$ cat src/rtl/fsm_eg_pkg_amisha.sv
// Shared state encoding for the multi-channel a/b example FSM.
package fsm_eg_pkg_amisha;

   // Two-bit state code; 2'b11 is unreachable and recovers to S0.
   typedef enum logic [1:0] {
      S0   = 2'b00,
      S1   = 2'b01,
      S2   = 2'b10,
      SIll = 2'b11
   } state_t;

endpackage

$ cat src/rtl/fsm_eg_ch_amisha.sv
// One channel of the a/b FSM: Moore y1, Mealy y0 (optionally registered),
// and a saturating counter of raw y0 pulses.
module fsm_eg_ch_amisha
   import fsm_eg_pkg_amisha::*;
#(
   parameter int unsigned CNT_W     = 8,
   parameter bit          REG_MEALY = 1'b0
) (
   input  logic             clk,
   input  logic             reset,
   input  logic             en,
   input  logic             clear,
   input  logic             a,
   input  logic             b,
   output logic             y0,
   output logic             y1,
   output logic [1:0]       state,
   output logic [CNT_W-1:0] cnt
);

   localparam logic [CNT_W-1:0] CntMax = '1;

   state_t           state_q, state_d;
   logic             raw_y0;
   logic             y0_q;
   logic [CNT_W-1:0] cnt_q;

   // State register
   always_ff @(posedge clk) begin
      if (reset) state_q <= S0;
      else       state_q <= state_d;
   end

   // Next state, Moore y1 and raw Mealy y0; a disabled channel holds state
   always_comb begin
      state_d = state_q;
      raw_y0  = 1'b0;
      y1      = 1'b0;
      case (state_q)
         S0: begin
            if (en && a) begin
               state_d = b ? S2 : S1;
               raw_y0  = b;
            end
         end
         S1: begin
            y1 = 1'b1;
            if (en && a) state_d = S0;
         end
         S2: begin
            y1 = 1'b1;
            if (en) state_d = S0;
         end
         default: state_d = S0;
      endcase
      // Mealy output stays quiet for the whole reset window
      if (reset) raw_y0 = 1'b0;
   end

   // One-cycle delayed copy of raw y0 for registered-Mealy mode
   always_ff @(posedge clk) begin
      if (reset) y0_q <= 1'b0;
      else       y0_q <= raw_y0;
   end

   // Saturating pulse counter; clear beats a coincident pulse
   always_ff @(posedge clk) begin
      if (reset)                             cnt_q <= '0;
      else if (clear)                        cnt_q <= '0;
      else if (raw_y0 && (cnt_q != CntMax))  cnt_q <= cnt_q + CNT_W'(1);
   end

   assign y0    = REG_MEALY ? y0_q : raw_y0;
   assign state = state_q;
   assign cnt   = cnt_q;

endmodule

$ cat src/rtl/fsm_eg_multi_ch_amisha.sv
// NUM_CH independent a/b FSM channels with packed output buses.
module fsm_eg_multi_ch_amisha
   import fsm_eg_pkg_amisha::*;
#(
   parameter int unsigned NUM_CH    = 4,
   parameter int unsigned CNT_W     = 8,
   parameter int unsigned REG_MEALY = 0
) (
   input  logic                    clk_amisha,
   input  logic                    reset_amisha,
   input  logic [NUM_CH-1:0]       en_amisha,
   input  logic                    clear_amisha,
   input  logic [NUM_CH-1:0]       a_amisha,
   input  logic [NUM_CH-1:0]       b_amisha,
   output logic [NUM_CH-1:0]       y0_amisha,
   output logic [NUM_CH-1:0]       y1_amisha,
   output logic [2*NUM_CH-1:0]     state_amisha,
   output logic [CNT_W*NUM_CH-1:0] cnt_amisha,
   output logic                    any_y0_amisha
);

   for (genvar i = 0; i < NUM_CH; i++) begin : g_ch
      fsm_eg_ch_amisha #(
         .CNT_W     (CNT_W),
         .REG_MEALY (REG_MEALY != 0)
      ) u_ch (
         .clk   (clk_amisha),
         .reset (reset_amisha),
         .en    (en_amisha[i]),
         .clear (clear_amisha),
         .a     (a_amisha[i]),
         .b     (b_amisha[i]),
         .y0    (y0_amisha[i]),
         .y1    (y1_amisha[i]),
         .state (state_amisha[2*i +: 2]),
         .cnt   (cnt_amisha[CNT_W*i +: CNT_W])
      );
   end

   assign any_y0_amisha = |y0_amisha;

endmodule

$ cat config.mk
export PLATFORM = sky130hd
export DESIGN_NAME = fsm_eg_multi_ch_amisha
export DESIGN_NICKNAME = d
export VERILOG_FILES = /design/src/rtl/fsm_eg_pkg_amisha.sv /design/src/rtl/fsm_eg_ch_amisha.sv /design/src/rtl/fsm_eg_multi_ch_amisha.sv
export SDC_FILE = /design/constraint.sdc
export NUM_CORES = 1
export LEC_CHECK = 0
export CORE_ASPECT_RATIO = 1.5
export CORE_UTILIZATION = 54
export DETAILED_ROUTE_END_ITERATION = 10
export DONT_BUFFER_PORTS = 1
export PLACE_DENSITY_LB_ADDON = 0.05
export SLEW_MARGIN = 5
export SYNTH_ARGS = -nofsm -noshare
export SYNTH_HDL_FRONTEND = slang
export SYNTH_SLANG_ARGS = --single-unit
$ cat constraint.sdc
create_clock -name clk_amisha -period 1.6 [get_ports clk_amisha]
set_input_delay 0.32 -clock clk_amisha [delete_from_list [all_inputs] [get_ports clk_amisha]]
set_output_delay 0.32 -clock clk_amisha [all_outputs]
set_load 0.1 [all_outputs]
# After elaboration in Yosys (flattened, before gate mapping)
# Cells that the tools add are included.
# totals
out_inout_bits,49
input_bits,15
register_bits,40
wordCells,94
# classes
eq_ne,24
mux,36
n_reduce_logical,22
add_sub_neg,4
# ops
cell,n
$add A8 B1 Y8 const B,4
$mux W2,16
$ne A8 B8 Y1 const B,4
$pmux W2 S3,4
$mux W1,16
$ne A2 B1 Y1 const B,8
$reduce_and A3 Y1,4
$reduce_or A2 Y1,5
$eq A2 B1 Y1 const B,4
$eq A2 B2 Y1 const B,4
$logic_and A1 B1 Y1,8
$logic_not A2 Y1,4
$ne A2 B2 Y1 const B,4
$reduce_or A4 Y1,1

# Longest topological paths before layout
# logic_depth
word_depth,5
mapped_depth,6
depth_no_buf,6

# By module
# From an unflattened synthesis, not the netlist that was laid out.
# hier_totals
hier_cells,265
area_unflattened_um2,2299.7
# modules_own_cells
module,n_inst,seq_area_each_um2,cells_per_inst,area_each_um2
fsm_eg_ch_amisha,4,200.2,66,573.0
fsm_eg_multi_ch_amisha,1,0.0,1,7.5

# Worst setup path after synthesis
# No wires, ideal clock.
# synth_timing
path_kind,register to output
from,register g_ch[3].u_ch.state_q[0]
to,output any_y0_amisha
slack_ns,-1.305
required_ns,1.280
arrival_ns,2.585
path_stages_with_launch,6
path_cell_list,dfxtp_1 > inv_1 > ha_1 > nand4_4 > nor2_1 > or4_1
# synth_via
elab_chain_len,4
# synth_rtl
element,line_no,rtl
start: declaration,fsm_eg_ch_amisha.sv:23,"state_t state_q, state_d;"
start signal: assignment,fsm_eg_ch_amisha.sv:31,else state_q <= state_d;
$logic_not A2 Y1,fsm_eg_ch_amisha.sv:39,case (state_q)
$mux W1,fsm_eg_ch_amisha.sv:39,
$mux W1,fsm_eg_ch_amisha.sv:57,if (reset) raw_y0 = 1'b0;
via g_ch[3].u_ch.y0,fsm_eg_ch_amisha.sv:15,"output logic y0,"
$reduce_or A4 Y1,fsm_eg_multi_ch_amisha.sv:40,assign any_y0_amisha = |y0_amisha;
end: declaration,fsm_eg_multi_ch_amisha.sv:19,output logic any_y0_amisha
# The timed path passes the listed nets, and every way through them passes these cells.

# Final worst setup path
# layout_timing
from,register g_ch[0].u_ch.state_q[1]
to,output any_y0_amisha
# layout_via
elab_chain_len,4
# layout_rtl
element,line_no
start: declaration,fsm_eg_ch_amisha.sv:23
start signal: assignment,fsm_eg_ch_amisha.sv:31
$logic_not A2 Y1,fsm_eg_ch_amisha.sv:39
$mux W1,fsm_eg_ch_amisha.sv:39
$mux W1,fsm_eg_ch_amisha.sv:57
$reduce_or A4 Y1,fsm_eg_multi_ch_amisha.sv:40
# No other way between the ends.

==> metrics.md <==
| Metric | Value |
|---|---|
| Outcome | `finished with violations` |
| Failing checks | `DRC, setup timing` |
| CP max stage cell | `or4_4` |
| Largest area contributor in the netlist | `dfxtp_1` |
| Dpl hpwl | `around 3900 um` |
| Slew headroom | `0.639` |
| # fillers | `between 200 and 300` |
| Worst Slack Setup Final | `-0.392 ns` |
| Fin util | `0.820` |
| Synthesized area per cell | `between 9 and 10 um2` |
| HP Class | `input port to register` |
| Share of layout cells above drive strength 1 | `0.553` |
| Die area | `4850 um2` |
| Max Cap Viol | `0` |
| Fin nets | `352` |
| Worst R2R Setup Slack | `-0.12 ns` |
| Largest stage delay on the critical path | `between 0.7 and 0.8 ns` |
| H-tree depth | `2` |
| FF-to-FF End | `g_ch[0].u_ch.cnt[2]$_SDFFE_PP0P_` |
| CTS sink cnt | `40` |
| Area share of the largest cell type after synthesis | `0.325` |
| Power density cells | `606 nW/um2` |
| Initial Util | `0.571` |
| Distinct cells, synth | `46` |
| Cts hold-fix bufs | `0` |
| Post-synth top cells | `dfxtp_1, nor2_1, nand2_1` |
| Crit Reg-Reg Startpoint | `g_ch[0].u_ch.state[0]$_SDFFE_PP0P_` |
| Fin. Hold Viols | `0` |
| Worst-Margin Slew | `0.539 ns` |
| Clk slew on worst S/H paths | `0.08 ns` |
| Initial antenna violation count | `0` |
| Most used flip-flop cell after synthesis | `dfxtp_1` |
| Critical path, cell by cell | `inv_4 -> ha_4 -> nand4_4 -> nor2_4 -> or4_4` |
| Top post-synthesis cells by area | `dfxtp_1, ha_1, nor2_1` |
| WL/cell | `roughly 17 um` |
| WS Path Type | `register to primary output` |
| Register-to-Register Path Depth | `8` |
| Part of the Yosys area used for sequential elements | `0.325` |
| Synth Cell Area | `approximately 2500 um2` |
| Total gr overflow | `0` |
| Fin. max-slew vios | `0` |
| Clk root buf | `clkbuf_8` |
| RePlAce Congestion | `0.800` |
| Drt first pass iters | `7` |
| Cell Count, Final, Fillers Out | `368` |
| Chip Width | `57.2 um` |
| Yosys reg bits | `40` |
| Leakage | `about 1.3 nW` |
| Syn_nets | `between 200 and 300` |
| Vias | `approximately 2100` |
| WHS | `0.0891 ns` |
| Fraction of registers with async set/reset | `0` |
| Count leader, synth | `dfxtp_1` |
| Skew-Pair Late Insertion Delay | `around 0.29 ns` |
| CTS Buf Count | `5` |
| Largest net degree at the start of global routing | `36` |
| Crit end category | `primary output` |
| Final setup fails | `12` |
| Mapped Cells | `260` |
| RSZ-0062 raised after global routing | `yes` |
| Vias in the first global route | `approximately 2100` |
| WL final | `approximately 6100 um` |
| CTS Buffer Depth | `2` |
| Hold Crit Start | `reset_amisha` |
| CP Max Fanout | `2` |
| Core area | `~4300 um2` |
| Crit path buf inv count | `1` |
| Placed insts | `348` |
| Initial DRC count | `between 70 and 80` |
| Worst IR Drop VDD | `0.535 mV` |
| Syn-to-layout area delta | `43.5%` |
| Final Cycle Share | `1.24` |
| GRT Util Overall | `0.229` |
| I/O pins | `64` |
| Worst path depth | `5` |
| DRC viols | `6` |
| Area after DPL | `slightly above 3000 um2` |
| Critical Path Start Type | `register` |
| Crit path arrival time | `1.67 ns` |
| Number of placement rows | `29` |
| Synth Warn # | `0` |
| First-pass GRT wire length | `8870 um` |
| CTS tree | `done` |
| Hold EP | `g_ch[2].u_ch.state[1]$_SDFFE_PP0P_` |
| Antenna Cells | `0` |
| Die height | `84.8 um` |
| Buffers on Ports | `0` |
| Worst EP required | `around 1.3 ns` |
| Layout Cell Area excl Fill | `about 3500 um2` |
| Min cycle time layout | `1.99 ns` |
| Post-Route Skew | `~0.0057 ns` |
| Routed Antenna Nets | `0` |
| Number of synthesized flops with an enable pin | `0` |
| Max Fclk | `about 0.5 GHz` |
| CP top delay family | `simple AND/OR/NAND/NOR gates` |
| Avg Vias per Cell | `slightly below 6` |
| Hold depth | `1` |
per-layer routing:
layer  track usage  share of wire  vias to the layer above
met5             0              0                        -
met3        0.0524          0.048                        4
li1              -              -                     1058
met2         0.446           0.57                       52
met1         0.233           0.37                     1027
met4        0.0687         0.0098                        0
how the worst max path moves through the flow:
| stage | start | end | slack (ns) |
|---|---|---|---|
| floorplan | g_ch[2].u_ch.state[1]$_SDFFE_PP0P_ | any_y0_amisha | -0.41 |
| finish | g_ch[0].u_ch.state[1]$_SDFFE_PP0P_ | any_y0_amisha | -0.39 |
| global route | g_ch[0].u_ch.state[0]$_SDFFE_PP0P_ | any_y0_amisha | -0.42 |
| CTS | g_ch[3].u_ch.state[1]$_SDFFE_PP0P_ | any_y0_amisha | -0.39 |
| detailed placement | g_ch[2].u_ch.state[1]$_SDFFE_PP0P_ | any_y0_amisha | -0.10 |
| global placement | g_ch[2].u_ch.state[1]$_SDFFE_PP0P_ | any_y0_amisha | -0.09 |
placed cells by master (no fill, tap or decap), types with 3 or more instances in the layout:
cell	n
o2bb2ai_1	3
nor4_4	6
o21ai_0	3
dfxtp_4	20
and4_4	3
nor4b_4	3
nand3_1	13
mux2i_1	5
nand4b_1	4
ha_4	8
a2111oi_4	5
dfxtp_2	20
a211oi_4	3
inv_4	8
buf_6	6
a31o_2	5
nand4_1	5
nand2_1	20
nor3_1	5
a31oi_1	3
buf_12	6
ha_1	8
nand4_4	4
nor2_1	27
xnor2_1	9
inv_1	7
buf_4	57
nor2_4	4
and3_4	3
clkbuf_8	6
a21oi_1	14
and3_1	5
stage by stage:
stage,power [mW],setup slack [ns],setup TNS [ns]
2_1_floorplan,1.37,-0.410,-0.468
3_3_place_gp,1.42,-0.0850,-0.109
3_5_place_dp,1.42,-0.101,-0.192
4_1_cts,2.12,-0.387,-0.513
5_1_grt,2.21,-0.421,-2.24
6_report,2.14,-0.392,-0.920
state kept, by name, summed over array words and instances (netlist names):
| name | cells |
|---|---|
| g_ch.u_ch.cnt | 32 |
| g_ch.u_ch.state | 8 |
power breakdown:
part	internal, mW	switching [mW]
Clock	0.352	0.340
Combinational	0.156	0.306
Sequential	0.979	0.0115
repair_timing:
| item | CTS | global route |
|---|---|---|
| endpoints found under the setup margin | 9 | 24 |
| resized for setup | 20 | 27 |
| buffers inserted | 2 | 11 |
| pin swaps | 6 | 20 |
logic make-up (layout without fill, tap and decap cells):
kind of cell / Yosys count / in the layout / share of synthesized area
xor gates and xnor gates: 10 / 10 / 0.0355
and+or+nand+nor: 113 / 113 / 0.292
AOI/OAI and AO/OA: 45 / 45 / 0.179
adders and majority gates: 16 / 16 / 0.0812
DFF: 40 / 40 / 0.325
muxes: 5 / 5 / 0.0203
buffers and inverters: 31 / 93 / 0.0670
layout make-up:
type                       instances  area (um2)  area share
clock buffer                       8        90.1      0.0255
sequential                        40         901       0.255
tap                               46        57.6      0.0163
timing repair buffer              70         631       0.178
multi-input combinational        189        1780       0.504
inverter                          15        76.3      0.0216
Note: power is estimated with default switching activity, not from simulation.
